==> config.mk <==
export PLATFORM = sky130hd
export DESIGN_NAME = math_cabs_arb
export DESIGN_NICKNAME = d
export VERILOG_FILES = /design/src/rtl/math_cabs_arb_pkg.sv /design/src/rtl/math_cabs_16.sv /design/src/rtl/math_rr_arb.sv /design/src/rtl/math_cabs_arb.sv
export SDC_FILE = /design/constraint.sdc
export NUM_CORES = 2
export LEC_CHECK = 0
export CAP_MARGIN = 20
export CORE_MARGIN = 4
export CORE_UTILIZATION = 30
export CTS_CLUSTER_SIZE = 8
export DETAILED_ROUTE_END_ITERATION = 7
export SYNTH_ARGS = -nofsm -noshare
export SYNTH_HDL_FRONTEND = slang
export SYNTH_SLANG_ARGS = --single-unit
export TNS_END_PERCENT = 30
==> constraint.sdc <==
create_clock -name clk -period 10.7 [get_ports clk]
set_input_delay 3.21 -clock clk [delete_from_list [all_inputs] [get_ports clk]]
set_output_delay 3.21 -clock clk [all_outputs]
set_load 0.01 [all_outputs]
==> src/rtl/math_cabs_arb_pkg.sv <==
// Shared constants and helpers for the channel-multiplexed complex-magnitude block.
// Covers the magnitude pipeline geometry and the per-stage square-root step.
package math_cabs_arb_pkg;

    localparam int CABS_LAT   = 9;
    localparam int CABS_IN_W  = 16;
    localparam int CABS_OUT_W = 17;

    localparam int SQ_W   = 2 * CABS_IN_W;
    localparam int ROOT_W = CABS_IN_W;
    localparam int REM_W  = ROOT_W + 4;

    typedef struct packed {
        logic [SQ_W-1:0]   rad;
        logic [REM_W-1:0]  rem;
        logic [ROOT_W-1:0] root;
    } sqrt_st_t;

    // One digit of the restoring square root: consumes the top two radicand bits.
    function automatic sqrt_st_t sqrt_step(input sqrt_st_t s);
        sqrt_st_t          n;
        logic [REM_W-1:0]  trial;
        n.rem = {s.rem[REM_W-3:0], s.rad[SQ_W-1 -: 2]};
        n.rad = {s.rad[SQ_W-3:0], 2'b00};
        trial = {2'b00, s.root, 2'b01};
        if (n.rem >= trial) begin
            n.rem  = n.rem - trial;
            n.root = {s.root[ROOT_W-2:0], 1'b1};
        end else begin
            n.root = {s.root[ROOT_W-2:0], 1'b0};
        end
        return n;
    endfunction

endpackage

==> src/rtl/math_cabs_16.sv <==
// Pipelined |re + j*im| for signed 16-bit inputs: floor(sqrt(re^2 + im^2)).
// One stage forms the sum of squares, eight stages resolve two root bits each.
module math_cabs_16
    import math_cabs_arb_pkg::*;
(
    input  logic                        clk,
    input  logic                        rst,
    input  logic                        ena,
    input  logic signed [CABS_IN_W-1:0] din_re,
    input  logic signed [CABS_IN_W-1:0] din_im,
    output logic [CABS_OUT_W-1:0]       dout
);

    logic signed [SQ_W-1:0] sq_re;
    logic signed [SQ_W-1:0] sq_im;
    logic [SQ_W-1:0]        sum_sq;
    sqrt_st_t               st [CABS_LAT];

    always_comb begin
        sq_re  = din_re * din_re;
        sq_im  = din_im * din_im;
        sum_sq = $unsigned(sq_re) + $unsigned(sq_im);
    end

    always_ff @(posedge clk or posedge rst) begin
        if (rst) begin
            for (int unsigned i = 0; i < CABS_LAT; i++) begin
                st[i] <= '0;
            end
        end else if (ena) begin
            st[0] <= '{rad: sum_sq, rem: '0, root: '0};
            for (int unsigned i = 1; i < CABS_LAT; i++) begin
                st[i] <= sqrt_step(sqrt_step(st[i-1]));
            end
        end
    end

    assign dout = {1'b0, st[CABS_LAT-1].root};

endmodule

==> src/rtl/math_rr_arb.sv <==
// Round-robin arbiter: one-hot grant from the first request at or after the pointer.
// The pointer moves past the winner only on cycles the grant is actually taken (adv).
module math_rr_arb #(
    parameter int NCH = 4,
    parameter int CW  = 2
) (
    input  logic           clk,
    input  logic           rst,
    input  logic [NCH-1:0] req,
    input  logic           adv,
    output logic [NCH-1:0] grant,
    output logic [CW-1:0]  idx
);

    logic [CW-1:0] ptr;
    logic          found;

    always_comb begin
        grant = '0;
        idx   = '0;
        found = 1'b0;
        for (int unsigned i = 0; i < NCH; i++) begin
            int unsigned k;
            k = (int'(ptr) + i) % NCH;
            if (!found && req[k]) begin
                grant[k] = 1'b1;
                idx      = CW'(k);
                found    = 1'b1;
            end
        end
    end

    always_ff @(posedge clk or negedge rst) begin
        if (!rst) begin
            ptr <= '0;
        end else if (adv && found) begin
            if (int'(idx) == NCH - 1) begin
                ptr <= '0;
            end else begin
                ptr <= idx + 1'b1;
            end
        end
    end

endmodule

==> src/rtl/math_cabs_arb.sv <==
// Shares one magnitude pipeline among NCH channels with round-robin grants.
// Channel tags ride a shift register alongside the datapath; backpressure freezes both.
module math_cabs_arb
    import math_cabs_arb_pkg::*;
#(
    parameter int NCH = 4,
    parameter int CW  = 2,
    parameter int LAT = CABS_LAT
) (
    input  logic                     clk,
    input  logic                     rst,
    input  logic [NCH-1:0]           chan_en,
    input  logic [NCH-1:0]           in_valid,
    output logic [NCH-1:0]           in_ready,
    input  logic [CABS_IN_W*NCH-1:0] in_re,
    input  logic [CABS_IN_W*NCH-1:0] in_im,
    output logic                     out_valid,
    input  logic                     out_ready,
    output logic [CABS_OUT_W-1:0]    out_abs,
    output logic [CW-1:0]            out_chan,
    output logic [3:0]               inflight
);

    logic [NCH-1:0]       req;
    logic [NCH-1:0]       grant;
    logic [CW-1:0]        idx;
    logic                 adv;
    logic                 accept;
    logic                 out_xfer;
    logic                 cabs_rst;
    logic [CABS_IN_W-1:0] re_mux;
    logic [CABS_IN_W-1:0] im_mux;
    logic [LAT-1:0]       vld;
    logic [CW-1:0]        chan [LAT];

    always_comb begin
        req      = in_valid & chan_en;
        adv      = !(vld[LAT-1] && !out_ready);
        in_ready = grant & {NCH{adv}};
        accept   = adv && (|grant);
        out_xfer = vld[LAT-1] && out_ready;
        cabs_rst = ~rst;
    end

    math_rr_arb #(
        .NCH (NCH),
        .CW  (CW)
    ) u_arb (
        .clk   (clk),
        .rst   (rst),
        .req   (req),
        .adv   (adv),
        .grant (grant),
        .idx   (idx)
    );

    // Zero inputs on idle cycles keep the datapath deterministic for bubbles.
    always_comb begin
        re_mux = '0;
        im_mux = '0;
        for (int unsigned i = 0; i < NCH; i++) begin
            if (grant[i]) begin
                re_mux = in_re[CABS_IN_W*i +: CABS_IN_W];
                im_mux = in_im[CABS_IN_W*i +: CABS_IN_W];
            end
        end
    end

    math_cabs_16 u_cabs (
        .clk    (clk),
        .rst    (cabs_rst),
        .ena    (adv),
        .din_re (re_mux),
        .din_im (im_mux),
        .dout   (out_abs)
    );

    always_ff @(posedge clk or negedge rst) begin
        if (!rst) begin
            vld <= '0;
            for (int unsigned i = 0; i < LAT; i++) begin
                chan[i] <= '0;
            end
        end else if (adv) begin
            vld     <= {vld[LAT-2:0], |grant};
            chan[0] <= idx;
            for (int unsigned i = 1; i < LAT; i++) begin
                chan[i] <= chan[i-1];
            end
        end
    end

    always_ff @(posedge clk or negedge rst) begin
        if (!rst) begin
            inflight <= '0;
        end else begin
            case ({accept, out_xfer})
                2'b10:   inflight <= inflight + 4'd1;
                2'b01:   inflight <= inflight - 4'd1;
                default: inflight <= inflight;
            endcase
        end
    end

    always_comb begin
        out_valid = vld[LAT-1];
        out_chan  = chan[LAT-1];
    end

endmodule

==> key figures <==
Timing
  • F_max: 87.1 MHz
  • Fin worst setup slack: -0.781 ns
  • Final Hold Fails: 0
  • Post-route setup TNS: -11.72 ns
  • Final number of max-transition violations: 0
  • Actual transition at the worst max-transition pin: 1.13 ns
  • Unrepaired setup endpoints after global routing: yes
  • Post-Route Skew: 0.0582 ns
  • Normalized max-slew margin: 24.1%
  • Clock period minus worst slack: 11.48 ns
  • Fin crit share: 107%
  • Endpoints failing setup: 21

Synth
  • Distinct cells, synth: 108
  • Cell count after synthesis: 4878
  • Async set-or-reset flop fraction in the synthesized netlist: 100%
  • Number of synthesized register bits: 366
  • Syn_area_per_cell: 8.67 um^2
  • Proportion of synthesized chip area in sequential cells: 21.7%
  • Top_reg_cell synth: sky130_fd_sc_hd__dfrtp_1
  • Yosys warning total: 0
  • Mapped Area: 42300 um^2
  • Post-synth EDFFs: 0

Global route
  • Vias in the first global route: 35100
  • Congestion Overflow GR: 0
  • Global router's overall resource usage: 15.6%
  • First-pass GRT wire length: 187000 um
  • Initial antenna violation count: 2
  • Maximum number of pins on one net before global-route repair: 170

Setup path
  • Largest fanout of any net on the critical path: 8
  • Critical path class: in2reg
  • CP required: 11.20 ns
  • Critical Path Slowest Stage Cell: sky130_fd_sc_hd__fa_1
  • Arrival time worst endpoint: 11.98 ns
  • CP dominant cell by count: sky130_fd_sc_hd__fa_1
  • Critical path endpoint category: register
  • Type of origin of the critical path: input port
  • Largest stage delay on the critical path: 0.59 ns
  • Reg2reg setup slack: 1.12 ns

Clock tree
  • Later-pin clock latency in the skew report: 0.63 ns
  • Clock tree from TritonCTS: built
  • Clock Sink Count: 366
  • Longest Clk Path Bufs: 3
  • Clock input transition at the sequential cells of the worst setup and hold paths: 0.05 ns
  • CTS Root Buffer Type: sky130_fd_sc_hd__clkbuf_16
  • Total CTS buffers: 52
  • H-tree depth: 2

Placement
  • Final GP Congestion: 0.935
  • HPWL after DPL: 93200 um
  • # port buffers: 165

Routing
  • DRT Pass-1 Iters: 5
  • Final routed wirelength across all metal layers: 116000 um
  • ANT nets after route: 0
  • Total vias in the final route: 34300
  • Wire length per cell after detailed routing: 16.0 um
  • DR DRC count: 0
  • Number of violations reported at the end of detailed-routing iteration 0: 1974
  • Vias per inst: 4.72

Final layout
  • # fillers: 14100
  • Ratio of cells with drive above 1 in the final layout: 17.5%
  • Layout net count: 6357
  • Area delta synth->final: 24.2%

Min path
  • HP Class: reg2reg

Floorplanning
  • Full die area: 147000 um^2
  • Standard-cell row count: 137
  • Floorplan die width: 383 um
  • Core ar.: 140000 um^2
  • IO Count: 167
  • Y dimension of the die: 383 um
  • Initial core utilization: 30.3%

Run status
  • Run status: complete, but fails checks
  • Violated checks: negative setup slack

Job
  • Number of max-capacitance violations reported: 0
==> cells in the mapped netlist (all sizes together), types with 6 or more instances <==
library cell,instances,area share [%]
o21bai,10,0.18
clkbuf,111,0.99
nor3,69,0.83
a21oi,251,3.0
a2111oi,8,0.26
mux2,29,0.77
or4,17,0.31
o22ai,6,0.089
nand3b,12,0.21
o21ai,252,3.0
nand2,791,7.0
o31ai,19,0.34
or2,22,0.33
nor2b,21,0.31
a41oi,6,0.14
and3b,6,0.12
nand3,55,0.69
o21a,32,0.57
dfrtp,366,22
o211ai,19,0.34
nand2b,32,0.47
nor2,409,3.6
nor4,34,0.70
a31o,9,0.19
a31oi,35,0.52
nor3b,9,0.17
o31a,6,0.12
xor2,73,1.5
o2111ai,10,0.22
inv,774,6.9
nand4,28,0.46
and2,23,0.34
ha,304,9.0
a211oi,24,0.45
or3,25,0.39
buf,74,1.0
xnor2,135,2.8
and3,13,0.19
a22oi,38,0.67
fa,523,25
a21o,62,1.1
and4,7,0.16
o311ai,6,0.12
o41ai,8,0.23
mux2i,45,1.1
==> cells by family after synthesis <==
logic type                 count (synthesis)  synth area share, %
DFF                                      366                 21.7
adders and majority gates                827                 33.8
and+or+nand+nor                         1587                 16.7
other                                      2               0.0178
AOI/OAI and AO/OA                        851                 12.7
xor gates and xnor gates                 208                 4.31
muxes                                     76                 2.00
buffers and inverters                    961                 8.90
==> final timing paths <==
check	start	end	cells past startpoint
max	chan_en[0]	u_cabs.st[609]	36
min	out_chan[0]	out_chan[0]	2
max reg2reg	u_arb.ptr[1]	u_cabs.st[609]	36
min reg2reg	out_chan[0]	out_chan[0]	2
max in group asynchronous	rst	u_cabs.st[581]	2
min in group asynchronous	rst	u_cabs.st[278]	1
==> state kept, by name, indices dropped and copies added (netlist names) <==
register	count
u_cabs.dout	16
out_chan	2
u_cabs.st	317
chan	16
vld	9
u_arb.ptr	2
inflight	4
==> repair_timing <==
action                                  in CTS  in global routing
hold buffers                                 0                  0
gates resized for setup                    274                164
cloned                                       7                  0
endpoints found under the setup margin      24                 23
pin swaps                                  107                173
setup buffers                               61                 36
==> cell usage in the layout (no fill, tap or decap), types with 67 or more instances in the layout <==
| cell | Yosys | layout |
|---|---|---|
| sky130_fd_sc_hd__nor3_1 | 68 | 67 |
| sky130_fd_sc_hd__buf_4 | 20 | 396 |
| sky130_fd_sc_hd__fa_1 | 523 | 477 |
| sky130_fd_sc_hd__inv_1 | 757 | 713 |
| sky130_fd_sc_hd__a21oi_1 | 247 | 236 |
| sky130_fd_sc_hd__dfrtp_1 | 366 | 366 |
| sky130_fd_sc_hd__nor2_1 | 406 | 370 |
| sky130_fd_sc_hd__o21ai_0 | 232 | 197 |
| sky130_fd_sc_hd__ha_1 | 304 | 280 |
| sky130_fd_sc_hd__xnor2_1 | 135 | 130 |
| sky130_fd_sc_hd__clkdlybuf4s50_1 | 0 | 156 |
| sky130_fd_sc_hd__nand2_1 | 790 | 753 |
| sky130_fd_sc_hd__xor2_1 | 73 | 72 |
==> final cells by class <==
cell class	count	area (um^2)	area share (%)
tap	1876	2350	4.47
clock buffer	56	1340	2.55
antenna	1	2.50	0.00477
timing repair buffer	641	5850	11.1
multi-input combinational	3554	30700	58.5
inverter	776	2960	5.64
sequential	366	9160	17.4
clock inverter	4	110	0.210
==> stage by stage <==
step	hold slack, ns	instances	utilization (%)	cell area (um^2)	setup slack (ns)
final	0.460	7274	37.6	52500	-0.781
after global routing	0.478	7273	37.6	52500	-1.05
after CTS	0.463	7241	37.0	51600	-0.846
after detailed placement	0.455	7114	34.9	48700	-2.21
after global placement	0.449	7113	34.9	48700	-2.11
after floorplan	0.430	4880	-	42600	-0.813
==> routing by layer <==
layer  GRT usage [%]  part of all wire (%)
met1            21.6                    46
met2            24.8                    44
met3            3.28                   6.4
met4            4.26                   2.8
met5               0                 0.011
==> worst max-delay path: cells and delay by family <==
kind                       cells  cell delay, ns
AOI/OAI and AO/OA              6            1.39
buffers and inverters         14            1.63
and+or+nand+nor                4            0.36
muxes                          2            0.86
adders and majority gates      9            4.33
xor gates and xnor gates       1            0.17
Power is not shown: default switching activity piles up to over one toggle a cycle in this logic, so the estimate is an artifact.
